$ cat config.mk
export PLATFORM = sky130hd
export DESIGN_NAME = hex_sr_host
export DESIGN_NICKNAME = d
export VERILOG_FILES = /design/src/rtl/hex_sr_pkg.sv /design/src/rtl/hex_sr_phase_timer.sv /design/src/rtl/hex_sr_host.sv
export SDC_FILE = /design/constraint.sdc
export NUM_CORES = 1
export LEC_CHECK = 0
export BUFFER_PORTS_ARGS = -buffer_cell sky130_fd_sc_hd__buf_4
export CAP_MARGIN = 0
export CORE_UTILIZATION = 53
export DETAILED_ROUTE_END_ITERATION = 8
export PLACE_DENSITY = 0.82
export SYNTH_ARGS = -nofsm -noshare
export SYNTH_HDL_FRONTEND = slang
export SYNTH_SLANG_ARGS = --single-unit
$ cat constraint.sdc
create_clock -name clk -period 1.9 [get_ports clk]
set_input_delay 0.19 -clock clk [delete_from_list [all_inputs] [get_ports clk]]
set_output_delay 0.19 -clock clk [all_outputs]
set_load 0.05 [all_outputs]
$ cat src/rtl/hex_sr_pkg.sv
// Shared constants for the hex shift-register host.
// State codes, opcodes and small state-class helpers.
package hex_sr_pkg;

  localparam int DATA_W = 6;

  localparam logic OP_WRITE = 1'b0;
  localparam logic OP_READ  = 1'b1;

  typedef logic [2:0] state_t;

  localparam state_t S_IDLE    = 3'd0;
  localparam state_t S_W_FETCH = 3'd1;
  localparam state_t S_W_LOW   = 3'd2;
  localparam state_t S_W_HIGH  = 3'd3;
  localparam state_t S_R_LOW   = 3'd4;
  localparam state_t S_R_PUSH  = 3'd5;
  localparam state_t S_R_HIGH  = 3'd6;

  function automatic logic is_write(input state_t s);
    return (s == S_W_FETCH) || (s == S_W_LOW) || (s == S_W_HIGH);
  endfunction

  function automatic logic is_high(input state_t s);
    return (s == S_W_HIGH) || (s == S_R_HIGH);
  endfunction

endpackage

$ cat src/rtl/hex_sr_phase_timer.sv
// Half-period down-counter for the derived SR clock.
// load restarts a HALF-cycle phase; expire marks its last cycle.
module hex_sr_phase_timer
  import hex_sr_pkg::*;
#(
  parameter int HALF = 2
) (
  input  logic clk,
  input  logic rst,
  input  logic load,
  output logic expire
);

  localparam int TW = $clog2(HALF);

  logic [TW-1:0] tmr;

  always_ff @(posedge clk or posedge rst) begin
    if (rst) begin
      tmr <= '0;
    end else if (load) begin
      tmr <= TW'(HALF - 1);
    end else if (tmr != '0) begin
      tmr <= tmr - TW'(1);
    end
  end

  assign expire = (tmr == '0);

endmodule

$ cat src/rtl/hex_sr_host.sv
// Host controller for the off-chip hex recirculating shift register.
// Writes/reads one LENGTH-word frame per command over valid/ready streams.
module hex_sr_host
  import hex_sr_pkg::*;
#(
  parameter int LENGTH = 400,
  parameter int HALF   = 2
) (
  input  logic              clk,
  input  logic              rst,
  input  logic              cmd_valid,
  input  logic              cmd_op,
  output logic              cmd_ready,
  input  logic [DATA_W-1:0] wr_data,
  input  logic              wr_valid,
  output logic              wr_ready,
  output logic [DATA_W-1:0] rd_data,
  output logic              rd_valid,
  input  logic              rd_ready,
  output logic              busy,
  output logic              sr_clk,
  output logic              sr_recirc,
  output logic [DATA_W-1:0] sr_data,
  input  logic [DATA_W-1:0] sr_q
);

  localparam int CW = $clog2(LENGTH);
  localparam logic [CW-1:0] LAST = CW'(LENGTH - 1);

  state_t state;
  state_t state_d;

  logic [CW-1:0]     cnt;
  logic [DATA_W-1:0] sr_q_r;

  logic load;
  logic expire;
  logic cnt_clr;
  logic cnt_inc;
  logic take_wr;
  logic take_rd;

  hex_sr_phase_timer #(
    .HALF (HALF)
  ) u_timer (
    .clk    (clk),
    .rst    (rst),
    .load   (load),
    .expire (expire)
  );

  always_comb begin
    state_d = state;
    load    = 1'b0;
    cnt_clr = 1'b0;
    cnt_inc = 1'b0;
    take_wr = 1'b0;
    take_rd = 1'b0;
    unique case (state)
      S_IDLE: begin
        if (cmd_valid) begin
          cnt_clr = 1'b1;
          if (cmd_op == OP_READ) begin
            state_d = S_R_LOW;
            load    = 1'b1;
          end else begin
            state_d = S_W_FETCH;
          end
        end
      end
      S_W_FETCH: begin
        if (wr_valid) begin
          take_wr = 1'b1;
          state_d = S_W_LOW;
          load    = 1'b1;
        end
      end
      S_W_LOW: begin
        if (expire) begin
          state_d = S_W_HIGH;
          load    = 1'b1;
        end
      end
      S_W_HIGH: begin
        if (expire) begin
          if (cnt == LAST) begin
            state_d = S_IDLE;
          end else begin
            cnt_inc = 1'b1;
            state_d = S_W_FETCH;
          end
        end
      end
      S_R_LOW: begin
        if (expire) begin
          take_rd = 1'b1;
          state_d = S_R_PUSH;
        end
      end
      S_R_PUSH: begin
        // Holding here keeps the SR clock low, so backpressure never loses a word
        if (rd_ready) begin
          state_d = S_R_HIGH;
          load    = 1'b1;
        end
      end
      S_R_HIGH: begin
        if (expire) begin
          if (cnt == LAST) begin
            state_d = S_IDLE;
          end else begin
            cnt_inc = 1'b1;
            state_d = S_R_LOW;
            load    = 1'b1;
          end
        end
      end
      default: begin
        state_d = S_IDLE;
      end
    endcase
  end

  always_ff @(posedge clk or posedge rst) begin
    if (rst) begin
      state     <= S_IDLE;
      cnt       <= '0;
      sr_q_r    <= '0;
      sr_clk    <= 1'b0;
      sr_recirc <= 1'b1;
      sr_data   <= '0;
      rd_data   <= '0;
      rd_valid  <= 1'b0;
      wr_ready  <= 1'b0;
      busy      <= 1'b0;
      cmd_ready <= 1'b1;
    end else begin
      state     <= state_d;
      sr_q_r    <= sr_q;
      // Pin-facing outputs are registered from the next state
      sr_clk    <= is_high(state_d);
      sr_recirc <= !is_write(state_d);
      rd_valid  <= (state_d == S_R_PUSH);
      wr_ready  <= (state_d == S_W_FETCH);
      busy      <= (state_d != S_IDLE);
      cmd_ready <= (state_d == S_IDLE);
      if (cnt_clr) begin
        cnt <= '0;
      end else if (cnt_inc) begin
        cnt <= cnt + CW'(1);
      end
      if (take_wr) begin
        sr_data <= wr_data;
      end
      if (take_rd) begin
        rd_data <= sr_q_r;
      end
    end
  end

endmodule

Word level (Yosys, flattened, before mapping) --
Cells that the tools add are included.
Cells by class: add/subtract/negate cells 2, equal/unequal tests 12, mux-type cells 28, reductions and logical operators 9
Operators with widths (count):
- 3-bit 2-to-1 mux | 9
- 3-bit one-hot mux with 7 select lines | 1
- 9-bit 2-to-1 mux | 2
- 3-bit equality test (second input constant) | 5
- 1-bit 2-to-1 mux | 15
- 3-bit by 2-bit equality test with 1-bit output (second input constant) | 4
- 9-bit by 1-bit adder with 9-bit output (second input constant) | 1
- 9-bit equality test (second input constant) | 1
- 3-bit by 1-bit equality test with 1-bit output (second input constant) | 2
- 3-bit logical NOT | 2
- 1-bit one-hot mux with 5 select lines | 1
- 1-bit logical OR | 3
- 3-bit nonzero test | 1
- 2-bit nonzero test | 1
- 2-bit OR reduction | 1
- 1-bit logical NOT | 1
- 1-bit subtractor (second input constant) | 1
Storage, ports and cells: flip-flop bits (word level) 37, input bits 18, output and inout bits 18, word-level logic and storage cells 63

Depth between registers and ports, before layout --
Gate-level depths: netlist of run 1.
depth after elaboration 8, depth in mapped cells 6, depth with buffers taken out 5

Modules after synthesis --
A second synthesis of run 1 with hierarchy kept.
Second synthesis, totals: cell total of the unflattened synthesis 130, area, all modules 1585.3 µm²
By module, submodules not included:
- hex_sr_host | times used 1, cells each 127, area each 1552.7 µm², seq. area each 903.4 µm²
- hex_sr_phase_timer | times used 1, cells each 3, area each 32.5 µm², seq. area each 25.0 µm²

Worst setup path before layout of run 1 --
OpenSTA, ideal clock, no wires.
path kind register to register, start register cnt[0], end register cnt[3], library setup time 0.078 ns, arrival time 1.682 ns, required time 1.822 ns, slack 0.141 ns, stages on the path, launching flop included 7, path buffers 1, period minus slack after synthesis 1.759 ns, cells stage by stage dfrtp_1 > ha_1 > and3_1 > and3_1 > clkbuf_1 > or4_1 > a21oi_1
Between the ends: cells in the longest elaborated chain, start to end 5, elaborated cells between the ends (all ways) 8, those cells by class add/sub (1); eq/ne (1); mux (5); reduce/logical (1)
Ends and longest elaborated chain:
- start: declaration | RTL line hex_sr_host.sv:33 | logic [CW-1:0] cnt;
- start signal: assignment | RTL line hex_sr_host.sv:150 | cnt <= cnt + CW'(1);
- branches (longest 5 deep; another with 9-bit by 1-bit adder with 9-bit output)
Several ways; the timed one is not identified. The select of a mux whose other input is x is not followed. A chain may end at the register's enable or synchronous reset.

Worst setup path in the final report of run 1 --
Same ends and word-level chain as after synthesis.

==> results of run 1 <==
==> flip-flops by register name, summed over array words and instances, names as in the netlist <==
signal,flops
state,3
u_timer.tmr,1
sr_data,6
sr_recirc,1
sr_clk,1
cmd_ready,1
wr_ready,1
rd_valid,1
cnt,9
rd_data,6
sr_q_r,6
busy,1
==> final cells by class <==
type	count	area, um^2
clock buffers	7	55.05
inverters	8	30.03
fillers	211	843.3
well taps	44	55.05
multi-input cells	95	688.2
clock inverters	1	30.03
repair buffers	49	397.9
flip-flops and latches	37	928.4
==> routing by layer <==
metal  vias up  part of all wire (%)
met5         -                     0
met4         0                   1.2
met3         6                   5.6
met2        56                    54
met1       633                    39
li1        623                     -
==> synth_stat cells (all sizes together), types with 3 or more instances <==
cell,instances,area [um^2]
nand2,8,30.03
a21oi,8,40.04
inv,8,30.03
nand2b,8,57.55
clkbuf,3,11.26
mux2i,4,40.04
mux2,12,135.1
o21ai,5,25.02
nor2,5,18.77
and3,4,25.02
dfrtp,35,875.8
nand4,4,25.02
nand3,4,20.02
buf,4,28.78
==> per-stage QoR <==
step	hold WS [ns]	instance area, um^2	setup slack, ns
6_report	0.05518	2185	0.07951
3_3_place_gp	0.2813	2028	0.1770
5_1_grt	0.03793	2185	0.005270
3_5_place_dp	0.2988	2028	0.09867
2_1_floorplan	0.2214	1685	0.1406
4_1_cts	0.04693	2183	0.08554
==> power groups by stage <==
stage	registers, W	logic (W)	clock network (W)
after detailed placement	0.00124	0.00180	0
final	0.00123	0.00181	0.000564
after floorplan	0.00180	0.000741	0
after CTS	0.00123	0.00181	0.000578
after global placement	0.00123	0.00175	0
after global routing	0.00126	0.00192	0.000605
==> path summary, 6_finish.rpt <==
path / end / cells past startpoint / startpoint
hold / removal: sr_data[0] / 2 / wr_data[0]
min in group asynchronous: sr_data[1] / 3 / rst
max in group asynchronous: sr_q_r[1] / 4 / rst
setup / recovery: cnt[3] / 5 / cnt[0]
setup reg to reg: cnt[3] / 5 / cnt[0]
hold reg to reg: rd_data[2] / 1 / sr_q_r[2]
==> logic make-up after synthesis <==
| group | count (synthesis) | synth area share, % |
|---|---|---|
| buf+inv | 15 | 4.158 |
| xor+xnor | 2 | 1.040 |
| simple gates | 51 | 18.71 |
| compound gates | 25 | 9.874 |
| fa+ha+maj | 1 | 0.7423 |
| mux | 16 | 10.39 |
| flops | 37 | 55.09 |
==> timing repair <==
| item | CTS | global route |
|---|---|---|
| hold buffers | 7 | 0 |
| setup endpoints to repair | 0 | 1 |
| endpoints found under the hold margin | 18 | 0 |
| resized for setup | 0 | 1 |
==> impl_metrics.tcl, run 1 <==
set metrics [dict create \
    power_density_nw_per_um2 1647 \
    cts_buffers 5 \
    io_pins 36 \
    worstSetupStartpointType "register" \
    drv_slew 0 \
    power_frac_seq_pct 34.1 \
    grt_pass1_vias 1253 \
    worstMarginPinSlew_ns 0.6132 \
    insertion_delay_ns 0.34 \
    synth_cells 147 \
    routed_via_density 5.469 \
    cts_setup_buffers 0 \
    gr-total-overflow 0 \
    finalSetupTns_ns 0 \
    clkPwrFrac_pct 15.7 \
    area_delta_synth_final_pct 29.62 \
    max-slew-margin-rel_pct 59.08 \
    cts_tree "done" \
    crit_required_ns 2.18 \
    cp_max_fo 9 \
    route.detailed.drc 0 \
    worstHoldPathType "input port to register" \
    syn_avg_cell_area_um2 11.47 \
    clk_pin_slew_ns 0.10 \
    fp.dieArea_um2 3409 \
    synthArstFlopShare_pct 100.0 \
    critPathKind "register to register" \
    antenna_cells 0 \
    setup_viol 0 \
    status "finished clean" \
    internal-power_w 0.002022 \
    synth_area_um2 1685 \
    layout_commonest_cell "buf_4" \
    drtAntennaViolNets 0 \
    drtIter0Drc 42 \
    p_sw_share_pct 43.82 \
    post-route-period-util_pct 95.82 \
    ys_seq_elements 37 \
    finalHoldViolCount 0 \
    grt_pass1_wl_um 5388 \
    critical_path.max_stage_delay_ns 0.47 \
    cap_violations 0 \
    final_cell_count_no_fill 241 \
    cts_max_level 2 \
    drive_above_1_share_pct 27.41 \
    wl_per_cell_um 13.56 \
    p_leak_nw 1.024 \
    worst_path_dominant_cell_family "simple AND/OR/NAND/NOR gates" \
    gp_congestion 0.8880 \
    nets 215 \
    final_cell_mix "buf_4 (41), dfrtp_1 (35), mux2_1 (12)" \
    cts.sinks 37 \
    drt-total-wl_um 3267 \
    cts_root_buffer "clkbuf_4" \
    core-area_um2 3028 \
    fin_crit_ns 1.820 \
    synth_edf_count 0 \
    worst_clock_skew_ns 0.005290 \
    grt_most_used_layer "met2" \
    max_freq_mhz 549.3 \
    syn_nets 166 \
    cp-end-kind "register" \
    rsz0062_at_grt "no" \
    total_power_w 0.003599 \
    synth.yosys.seq_area_share_pct 55.09 \
    p_sw_w 0.001577 \
    place_inst 226 \
    vias 1318 \
    grt_util_met3_pct 5.495 \
    vdd_drop_max_mv 1.253 \
    grt_start_max_net_pins 24 \
    yosysWarnings 0 \
    fp.dieH_um 58.39 \
    clockBufferDepth 2 \
    synth_cell_types 42 \
    start_util_pct 55.66 \
    track_usage_pct 21.44 \
    ff2ff_setup_slack_ns 0.08 \
    crit_arrival_ns 2.10 \
    grt_use_met2_pct 36.29 \
    drt-pass1-iter-count 4 \
    ys.flop_type "dfrtp_1" \
    crit_path_top_delay_cell "or4_1" \
    worstPathCellList "ha_1, and3_1, and3_2, or4_1, a21oi_1" \
    utilization_pct 72.15 \
    die_w_um 58.39 \
    met1_usage_pct 25.18 \
    dp.final_hpwl_um 2383 \
    numPortBuffers 35 \
    share_comb_of_total_power_pct 50.2 \
    antenna_found_initial 0 \
    path_buf_inv 0 \
    std_cell_rows 20 \
]
Note: power is estimated with default switching activity, not from simulation.
==> run 2: changes to the inputs <==
PLACE_DENSITY = not set   (was 0.82)
PLACE_DENSITY_LB_ADDON = 0.25   (was not set)
REMOVE_ABC_BUFFERS = 1   (was not set)
==> run 2 against run 1 <==
Global-route usage is 1.5 points higher. Flip-flop and latch count did not move. Clock power about the same. Non-clock buffer count unchanged. Clock skew rose by 0.0026 ns. Total power about the same. Combinational power down 2%. Sequential share of layout area grew 0.20 points. Wire length increased by 3.7%. Cell count unchanged. Critical path depth is 2 lower. Count of clock-buffer cells in the layout unchanged. Critical endpoint is now rd_data[3].
==> impl_metrics.tcl, run 2 (synthesized netlist as in run 1, its figures left out) <==
set metrics [dict create \
    p_leak_nw 1.017 \
    insertion_delay_ns 0.34 \
    largest_reg_flops 9 \
    holdWs_ns 0.06432 \
    worst_clock_skew_ns 0.007900 \
    whs_endpoint "sr_data[1]" \
    regMostFlops "cnt" \
    antenna_cells 0 \
    r2r-start "state[0]" \
    drive_above_1_share_pct 27.92 \
    critPathKind "register to register" \
    gr-total-overflow 0 \
    ff2ff_setup_slack_ns 0.15 \
    cts_tree "done" \
    cp-end-kind "register" \
    max_freq_mhz 571.0 \
    grt_pass1_vias 1319 \
    clockBufferDepth 2 \
    gp_congestion 0.7839 \
    track_usage_pct 22.96 \
    fp.dieH_um 58.39 \
    drtAntennaViolNets 0 \
    grt_pass1_wl_um 5816 \
    cap_violations 0 \
    finalSetupTns_ns 0 \
    vdd_drop_max_mv 1.057 \
    cts_max_level 2 \
    route.detailed.drc 0 \
    place_ws_ns 0.1248 \
    drt-pass1-iter-count 4 \
    power_density_nw_per_um2 1652 \
    worstMarginPinSlew_ns 0.6573 \
    routed_via_density 5.320 \
    layout_commonest_cell "buf_4" \
    worst_path_dominant_cell_family "flip-flops" \
    grt_start_max_net_pins 19 \
    cts_setup_buffers 0 \
    drtIter0Drc 36 \
    fin_ws_ns 0.1485 \
    cts_buffers 5 \
    worstPathCellList "buf_4, nor4b_4, mux2_1" \
    final_cell_mix "buf_4 (42), dfrtp_1 (34), mux2_1 (12)" \
    path_buf_inv 1 \
    utilization_pct 71.90 \
    clk_pin_slew_ns 0.11 \
    total_power_w 0.003597 \
    fin_crit_ns 1.751 \
    io_pins 36 \
    numPortBuffers 35 \
    max-slew-margin-rel_pct 55.84 \
    wl_per_cell_um 14.05 \
    rsz0062_at_grt "no" \
    worstSetupStartpointType "register" \
    std_cell_rows 20 \
    seq_area_um2 929.6 \
    start_util_pct 55.66 \
    status "finished clean" \
    area_delta_synth_final_pct 29.18 \
    reg2reg_depth 3 \
    core-area_um2 3028 \
    nFillCells 209 \
    crit_required_ns 2.13 \
    cts_root_buffer "clkbuf_4" \
    finalHoldViolCount 0 \
    die_w_um 58.39 \
    nets 215 \
    crit_arrival_ns 1.98 \
    crit_path_top_delay_cell "dfrtp_1" \
    crit_start "state[0]" \
    dp.final_hpwl_um 2430 \
    cp_max_fo 13 \
    critical_path.max_stage_delay_ns 0.53 \
    r2r_end "rd_data[3]" \
    antenna_found_initial 0 \
    cts.sinks 37 \
    post-route-period-util_pct 92.18 \
    fp.dieArea_um2 3409 \
    min_from "wr_data[1]" \
    whs_path_depth 2 \
    multi_input_area_um2 691.9 \
    cp.depth 3 \
    worstHoldPathType "input port to register" \
    vias 1282 \
    drv_slew 0 \
    setup_viol 0 \
    drt-total-wl_um 3387 \
]
run 2: cell type report:
cell class | instances | share of cell area, %
well taps | 44 | 2.529
clock buffers | 7 | 2.529
flip-flops and latches | 37 | 42.70
clock inverters | 1 | 1.379
inverters | 8 | 1.379
repair buffers | 49 | 17.70
multi-input cells | 95 | 31.78
run 2: routing by layer:
metal | GRT usage [%] | vias up | share of wire (%)
li1 | - | 625 | -
met1 | 26.21 | 625 | 41
met2 | 42.04 | 26 | 54
met3 | 6.154 | 6 | 3.5
met4 | 6.803 | 0 | 1.1
met5 | 0 | - | 0
run 2: through the flow:
stage               instances  area, um^2
finish                    241        2177
global route              241        2177
floorplan                 140        1645
detailed placement        226        2016
global placement          226        2016
CTS                       241        2171
run 2: worst max-delay path by stage:
stage               slack (ns)         end
finish                    0.15  rd_data[3]
global route              0.02      cnt[3]
CTS                        0.1      cnt[3]
detailed placement        0.12      cnt[3]
global placement          0.18      cnt[3]
floorplan                 0.22      cnt[3]
run 2: worst reg2reg max path, delay by kind of cell, from the launching register on:
kind | cells | cell delay (ns)
flip-flops | 1 | 0.53
buffers and inverters | 1 | 0.23
multiplexers | 1 | 0.39
AND/OR/NAND/NOR | 1 | 0.50
run 2: repair_timing:
item / 4_1_cts / 5_1_grt
gates resized for setup: 0 / 3
hold buffers: 7 / 0
endpoints found under the hold margin: 20 / 0
setup endpoints to repair: 0 / 1
run 2: power breakdown:
group          leakage, nW  total [W]  internal (W)  switching, W
clock network       0.0455   0.000563      0.000314      0.000249
logic                0.516    0.00177      0.000649       0.00112
registers            0.455    0.00126       0.00105      0.000216
